<file path="src/rtl/dcache_ctrl.sv">
// Direct-mapped, write-through, no-write-allocate data cache controller.
// Define DCACHE_PERF_CNT_EN to add the hit/miss counter ports.
module dcache_ctrl #(
   parameter int INDEX_BITS = 4,
   parameter int WOFF_BITS  = 2
) (
   input  logic                            clk_i,
   input  logic                            rst_i,
   input  logic                            cpu_valid_i,
   input  logic                            cpu_we_i,
   input  logic [31:0]                     cpu_addr_i,
   input  logic [31:0]                     cpu_wdata_i,
   input  logic [3:0]                      cpu_wstrb_i,
   output logic                            cpu_ready_o,
   output logic [31:0]                     cpu_rdata_o,
   input  logic                            flush_i,
   output logic                            busy_o,
   output logic [INDEX_BITS+WOFF_BITS-1:0] bank_addr_o,
   output logic [31:0]                     bank_wdata_o,
   output logic [3:0]                      bank_we_o,
   input  logic [31:0]                     bank_rdata_i,
   output logic                            mem_req_o,
   output logic                            mem_we_o,
   output logic [31:0]                     mem_addr_o,
   output logic [31:0]                     mem_wdata_o,
   output logic [3:0]                      mem_wstrb_o,
   input  logic                            mem_ack_i,
   input  logic [31:0]                     mem_rdata_i
`ifdef DCACHE_PERF_CNT_EN
   ,
   output logic [31:0]                     hit_cnt_o,
   output logic [31:0]                     miss_cnt_o
`endif
);

   localparam int BANK_AW   = INDEX_BITS + WOFF_BITS;
   localparam int TAG_BITS  = 32 - INDEX_BITS - WOFF_BITS - 2;
   localparam int LINE_BITS = TAG_BITS + INDEX_BITS;
   localparam int LINES     = 1 << INDEX_BITS;

   typedef enum logic [1:0] {IDLE, REFILL, WTHRU, FLUSH} state_t;

   state_t                state_q, state_d;
   logic [LINES-1:0]      valid_q;
   logic [TAG_BITS-1:0]   tag_ram [LINES];
   logic [LINE_BITS-1:0]  line_q;
   logic [WOFF_BITS-1:0]  rcnt_q, rcnt_d;
   logic [INDEX_BITS-1:0] fcnt_q, fcnt_d;
   logic [INDEX_BITS-1:0] idx, line_idx;
   logic [TAG_BITS-1:0]   tag;
   logic                  hit, ld_hit, ld_miss, fill;
   logic                  addr_unused;

   assign addr_unused = ^cpu_addr_i[1:0];
   assign idx      = cpu_addr_i[BANK_AW+1 -: INDEX_BITS];
   assign tag      = cpu_addr_i[31 -: TAG_BITS];
   assign line_idx = line_q[INDEX_BITS-1:0];
   assign hit      = valid_q[idx] && (tag_ram[idx] == tag);

   // Request decode shared by the FSM and the perf counters
   assign ld_hit  = !rst_i && (state_q == IDLE) && !flush_i &&
                    cpu_valid_i && !cpu_we_i && hit;
   assign ld_miss = !rst_i && (state_q == IDLE) && !flush_i &&
                    cpu_valid_i && !cpu_we_i && !hit;

   always_comb begin
      state_d      = state_q;
      rcnt_d       = rcnt_q;
      fcnt_d       = fcnt_q;
      fill         = 1'b0;
      cpu_ready_o  = 1'b0;
      cpu_rdata_o  = '0;
      busy_o       = 1'b0;
      bank_addr_o  = '0;
      bank_wdata_o = '0;
      bank_we_o    = '0;
      mem_req_o    = 1'b0;
      mem_we_o     = 1'b0;
      mem_addr_o   = '0;
      mem_wdata_o  = '0;
      mem_wstrb_o  = '0;
      if (!rst_i) begin
         busy_o = (state_q != IDLE);
         unique case (state_q)
            IDLE: begin
               bank_addr_o = cpu_addr_i[BANK_AW+1:2];
               if (flush_i) begin
                  state_d = FLUSH;
                  fcnt_d  = '0;
               end else if (cpu_valid_i && cpu_we_i) begin
                  state_d = WTHRU;
               end else if (ld_hit) begin
                  cpu_ready_o = 1'b1;
                  cpu_rdata_o = bank_rdata_i;
               end else if (ld_miss) begin
                  state_d = REFILL;
                  rcnt_d  = '0;
               end
            end
            REFILL: begin
               mem_req_o   = 1'b1;
               mem_addr_o  = {line_q, rcnt_q, 2'b00};
               bank_addr_o = {line_idx, rcnt_q};
               if (mem_ack_i) begin
                  bank_wdata_o = mem_rdata_i;
                  bank_we_o    = 4'hF;
                  rcnt_d       = rcnt_q + 1'b1;
                  if (rcnt_q == '1) begin
                     fill    = 1'b1;
                     state_d = IDLE;
                  end
               end
            end
            WTHRU: begin
               mem_req_o   = 1'b1;
               mem_we_o    = 1'b1;
               mem_addr_o  = {cpu_addr_i[31:2], 2'b00};
               mem_wdata_o = cpu_wdata_i;
               mem_wstrb_o = cpu_wstrb_i;
               bank_addr_o = cpu_addr_i[BANK_AW+1:2];
               if (mem_ack_i) begin
                  cpu_ready_o = 1'b1;
                  state_d     = IDLE;
                  if (hit) begin
                     bank_we_o    = cpu_wstrb_i;
                     bank_wdata_o = cpu_wdata_i;
                  end
               end
            end
            FLUSH: begin
               fcnt_d = fcnt_q + 1'b1;
               if (fcnt_q == '1)
                  state_d = IDLE;
            end
         endcase
      end
   end

   always_ff @(posedge clk_i) begin
      if (rst_i) begin
         state_q <= IDLE;
         valid_q <= '0;
         line_q  <= '0;
         rcnt_q  <= '0;
         fcnt_q  <= '0;
      end else begin
         state_q <= state_d;
         rcnt_q  <= rcnt_d;
         fcnt_q  <= fcnt_d;
         if (ld_miss)
            line_q <= cpu_addr_i[31 -: LINE_BITS];
         // Line only becomes valid once its last word has landed
         if (fill)
            valid_q[line_idx] <= 1'b1;
         else if (state_q == FLUSH)
            valid_q[fcnt_q] <= 1'b0;
      end
   end

   always_ff @(posedge clk_i) begin
      if (fill)
         tag_ram[line_idx] <= line_q[LINE_BITS-1 -: TAG_BITS];
   end

`ifdef DCACHE_PERF_CNT_EN
   always_ff @(posedge clk_i) begin
      if (rst_i) begin
         hit_cnt_o  <= '0;
         miss_cnt_o <= '0;
      end else begin
         if (ld_hit)
            hit_cnt_o <= hit_cnt_o + 32'd1;
         if (ld_miss)
            miss_cnt_o <= miss_cnt_o + 32'd1;
      end
   end
`endif

endmodule

</file>
<file path="config.mk">
export PLATFORM = sky130hd
export DESIGN_NAME = dcache_ctrl
export DESIGN_NICKNAME = d
export VERILOG_FILES = /design/src/rtl/dcache_ctrl.sv
export SDC_FILE = /design/constraint.sdc
export NUM_CORES = 1
export LEC_CHECK = 0
export ABC_CLOCK_PERIOD_IN_PS = 5050
export CORE_MARGIN = 2
export CORE_UTILIZATION = 33
export CTS_CLUSTER_DIAMETER = 100
export CTS_CLUSTER_SIZE = 16
export DETAILED_ROUTE_END_ITERATION = 6
export SLEW_MARGIN = 20
export SYNTH_ARGS = -nofsm -noshare
export SYNTH_HDL_FRONTEND = slang
export SYNTH_SLANG_ARGS = --single-unit
</file>
<file path="constraint.sdc">
create_clock -name clk_i -period 5.05 [get_ports clk_i]
set_clock_uncertainty 0.05 [all_clocks]
set_input_delay 0.505 -clock clk_i [delete_from_list [all_inputs] [get_ports clk_i]]
set_output_delay 0.505 -clock clk_i [all_outputs]
set_load 0.03 [all_outputs]
</file>
==> results <==
- The flow ran to the end, and the final reports show no timing, DRC or antenna violations.
- The number of enable flip-flop cells after synthesis is 384.
- The vias per cell is 5.27.
- The starting density of the core is 0.332.
- Clock-pin slew was measured on the worst setup and hold paths at 80 ps.
- Leaving out fill and tap cells, the most frequent cells in the layout are sky130_fd_sc_hd__edfxtp_1, sky130_fd_sc_hd__clkdlybuf4s50_1, sky130_fd_sc_hd__nor2_1, sky130_fd_sc_hd__buf_4, sky130_fd_sc_hd__mux4_2.
- VDD sags by at most 0.282 mV.
- The post-route worst setup slack is around 440 ps.
- The most numerous cell type found on the critical path is sky130_fd_sc_hd__buf_12.
- The routed layout has 11828 vias.
- The number of placed I/O pins is 284.
- TritonCTS built the clock tree.
- The floorplan step set the die width to 244 um.
- For the pin with the worst max-slew slack, the measured transition is 1020 ps.
- The number of slew-limit violations in the final report was 0.
- Once the clock tree was built, the setup fixing pass inserted 0 buffers.
- The netlist uses a little under 70 different library cells.
- Summed over all layers, the global routing overflow is 0.
- The flip-flop cell with the highest count after synthesis is sky130_fd_sc_hd__edfxtp_1.
- The analysis attributes to net switching a power of between 2 and 2.5 mW.
- The worst-case clock buffer depth is 3.
- The met2 routing resource usage after global routing is 0.344.
- The startpoint identified for the worst register-to-register timing path is tag_ram[11][4].
- The DRC violation count after routing is 0.
- At the worst endpoint, the required time is 4490 ps.
- The number of H-tree levels is 1.
- The data arrival time at the worst-slack endpoint is 4050 ps.
- The smallest clock period supported by the final layout is computed as about 4600 ps.
- The commonest non-fill, non-tap cell in the layout is sky130_fd_sc_hd__edfxtp_1.
- The share of the yosys chip area belonging to registers is 0.660.
- The hold violation total from the final report was 0.
- The highest-delay cell along the critical path is sky130_fd_sc_hd__mux4_2.
- The share of total power dissipated in combinational logic is 0.175.
- The final net count is 1595.
- In this run, post-CTS hold repair placed 0 buffers.
- The final setup TNS is 0 ps.
- The worst hold path class is reg2reg.
- The endpoint class of the critical path is an output port.
- The first global-routing pass estimated 85.5 mm of wire.
- The synthesized netlist occupies a cell area of 19000 um^2.
- In this run the critical register-to-register path is captured at rcnt_q[1].
- The maximum number of pins on one net before global-route repair is 41.
- The register bit count reported by yosys is 436.
- The final non-filler cell total is around 2200.
- The overall track demand over capacity in global routing is 0.199.
- Based on the critical path, the design can be clocked at up to about 220 MHz.
- The number of antenna violations at the first check in global routing is 6.
- Synthesis produced approximately 1200 cells.
- For this design the static power due to leakage is 8.16 nW.
- The met3 track demand over resource is 0.0336.
- The placer's final routability congestion estimate is 1.01.
- The fraction of power consumed by sequential logic is 0.518.
- The number of cells on the worst hold path is 2.
- The routed design has 60.4 mm of wire.
- Compared with the post-synthesis result, the final layout area differs by 24.7%.
- The cell area after layout is 23800 um^2.
- The fraction of synthesis flops using an asynchronous set or reset pin is 0.
- The die covers about 60000 um^2.
- The buffer type at the clock tree root is sky130_fd_sc_hd__clkbuf_16.
- The largest incremental delay on the critical path is between 500 and 600 ps.
- Buffers inserted during clock tree synthesis total 31.
- Max-cap violations in this run came to 0.
- The worst min-delay path endpoint is valid_q[11].
- The clock latency reported for the late side of the worst-skew pair is 590 ps.
- Setup repair after global routing left no endpoint under its margin.
- The proportion of total power due to net switching is 0.267.
- The startpoint identified for the worst hold timing path is valid_q[11].
- STA classifies the critical path startpoint as a primary input.
- The worst reg-to-reg path cell count is 10.
- The part of the cycle the worst path needs is 0.912.
- The worst reg-to-reg setup slack is 1370 ps.
- In the global route stage, met1 resource usage came out at 0.250.
- The total of buffers placed on input and output ports is 279.
- The largest area contributor in the synthesized netlist is sky130_fd_sc_hd__edfxtp_1.
- Detailed placement finished with a half-perimeter wire length of 40.1 mm.
- Before antenna repair, the detailed router went through 5 iterations.
- The total of endpoints with negative setup slack in the final report is 0.
- Once the clock tree was built, the resizer swapped 0 gates to a different size.
- The worst setup path is of the in2out kind.
- Dividing total power by cell area gives a power density of ~320 nW/um^2.
- The clock network fraction of design power is 0.307.
- The initialized floorplan defines 88 standard-cell rows.
- The via count of the first global-routing pass is 11910.
- The worst setup slack before clock tree synthesis is 433 ps.
- The remaining max-slew budget at the tightest pin is 0.317.
- The post-detailed-route count of antenna-violating nets is 0.
- The number of placed cells counting well taps is 2180.
- Once placement finished, the instance area stood at 22900 um^2.
- The detailed router finished its first iteration with 1068 violations.
- The signal on the critical path passes through buf_6 -> buf_4 -> mux4_2 -> xnor2_1 -> nand3_1 -> o311ai_1 -> nand2_1 -> nor4_1 -> nand4_2 -> nor3_4 -> buf_12 -> a22o_1 -> buf_12.
- The final design utilization is 0.414.
- Cell internal power was estimated by the tool at 5.59 mW.
- The number of clock sinks is 436.
- In this run the most used layer during global routing was met2.
- The proportion of layout cells with a drive suffix above 1 is 0.188.
- The routed wire length per instance is around 27 um.
- The average size of a mapped cell is roughly 16 um^2.
- After synthesis, the cell types taking the most area are sky130_fd_sc_hd__edfxtp_1, sky130_fd_sc_hd__mux4_2, sky130_fd_sc_hd__dfxtp_1.
- The height of the die is 244 um.
- In this run the worst path has a maximum fanout of 37.
- The share of synthesized area in the top cell type comes to 0.605.
- The number of warnings reported in the yosys synthesis log is 0.
- After floorplanning, the core was sized to cover 57400 um^2.
[synthesized netlist by cell type, types with 4 or more instances]
library cell,n
sky130_fd_sc_hd__a211oi_1,15
sky130_fd_sc_hd__nand2_1,31
sky130_fd_sc_hd__o21ai_0,10
sky130_fd_sc_hd__a311oi_1,4
sky130_fd_sc_hd__buf_1,4
sky130_fd_sc_hd__nor2_1,99
sky130_fd_sc_hd__a221oi_1,11
sky130_fd_sc_hd__buf_4,8
sky130_fd_sc_hd__nor2b_1,14
sky130_fd_sc_hd__dfxtp_1,52
sky130_fd_sc_hd__and2_1,70
sky130_fd_sc_hd__mux2_2,9
sky130_fd_sc_hd__mux4_2,83
sky130_fd_sc_hd__nand3_1,8
sky130_fd_sc_hd__clkbuf_1,40
sky130_fd_sc_hd__nor3_1,11
sky130_fd_sc_hd__a22oi_1,31
sky130_fd_sc_hd__inv_1,10
sky130_fd_sc_hd__and3_1,7
sky130_fd_sc_hd__nand2b_1,10
sky130_fd_sc_hd__edfxtp_1,384
sky130_fd_sc_hd__xnor2_1,24
sky130_fd_sc_hd__xor2_1,5
sky130_fd_sc_hd__mux4_1,6
sky130_fd_sc_hd__a22o_1,33
sky130_fd_sc_hd__ha_1,9
sky130_fd_sc_hd__buf_2,18
sky130_fd_sc_hd__mux2i_1,81
sky130_fd_sc_hd__a21oi_1,16
sky130_fd_sc_hd__nand4_1,5
sky130_fd_sc_hd__a21o_1,4
sky130_fd_sc_hd__buf_6,11
[layout make-up]
class / count / area [um^2]
clock buffers: 55 / 866
clock inverters: 2 / 25.0
well taps: 765 / 957
diodes: 6 / 15.0
repair buffers: 323 / 3290
flip-flops and latches: 436 / 12600
fillers: 5181 / 33600
inverters: 12 / 45.0
multi-input cells: 644 / 5990
[through the flow]
step                      hold slack [ps]  total power, mW
after floorplan                       418             4.79
after global placement                433             5.36
after detailed placement              435             5.37
after CTS                             447             7.70
after global routing                  470             7.91
final                                 445             7.63
[worst max-delay path: cells and delay by family]
| kind | cells | cell delay [ps] |
|---|---|---|
| AO/OA/AOI/OAI | 2 | 470 |
| XOR/XNOR | 1 | 250 |
| buffers and inverters | 4 | 1160 |
| multiplexers | 1 | 540 |
| AND/OR/NAND/NOR | 5 | 1060 |
[logic make-up after synthesis]
group,count (synthesis),synth area share
AO/OA/AOI/OAI,150,0.0602
XOR/XNOR,31,0.0150
adder cells (fa/ha/maj),9,0.00591
buffers and inverters,97,0.0291
flip-flops,436,0.660
multiplexers,179,0.154
other,1,0.000197
AND/OR/NAND/NOR,273,0.0752
[state kept, by name, summed over array words and instances (netlist names)]
| register | cells |
|---|---|
| fcnt_q | 4 |
| line_q | 28 |
| rcnt_q | 2 |
| state_q | 2 |
| tag_ram | 384 |
| valid_q | 16 |
[worst max-delay path by stage]
stage                  start                to  cells past startpoint
2_1_floorplan  cpu_addr_i[4]       cpu_ready_o                     14
3_3_place_gp   cpu_addr_i[4]  bank_wdata_o[22]                     13
3_5_place_dp   cpu_addr_i[4]  bank_wdata_o[24]                     13
4_1_cts        cpu_addr_i[4]  bank_wdata_o[24]                     13
5_1_grt        cpu_addr_i[4]  bank_wdata_o[22]                     13
6_report       cpu_addr_i[4]  bank_wdata_o[24]                     13
[per-layer routing]
layer	vias up	wire length, um
met5	-	0
met4	0	2430
met3	84	3990
met2	500	30100
met1	6106	23900
li1	5138	-
[power groups by stage]
stage               registers, mW  clock network (mW)  logic, mW
floorplan                    4.02                   0      0.770
global placement             4.03                   0       1.33
detailed placement           4.04                   0       1.34
CTS                          3.95                2.41       1.34
global route                 3.96                2.54       1.42
finish                       3.95                2.34       1.34
Power figures use the tool's default switching activity.
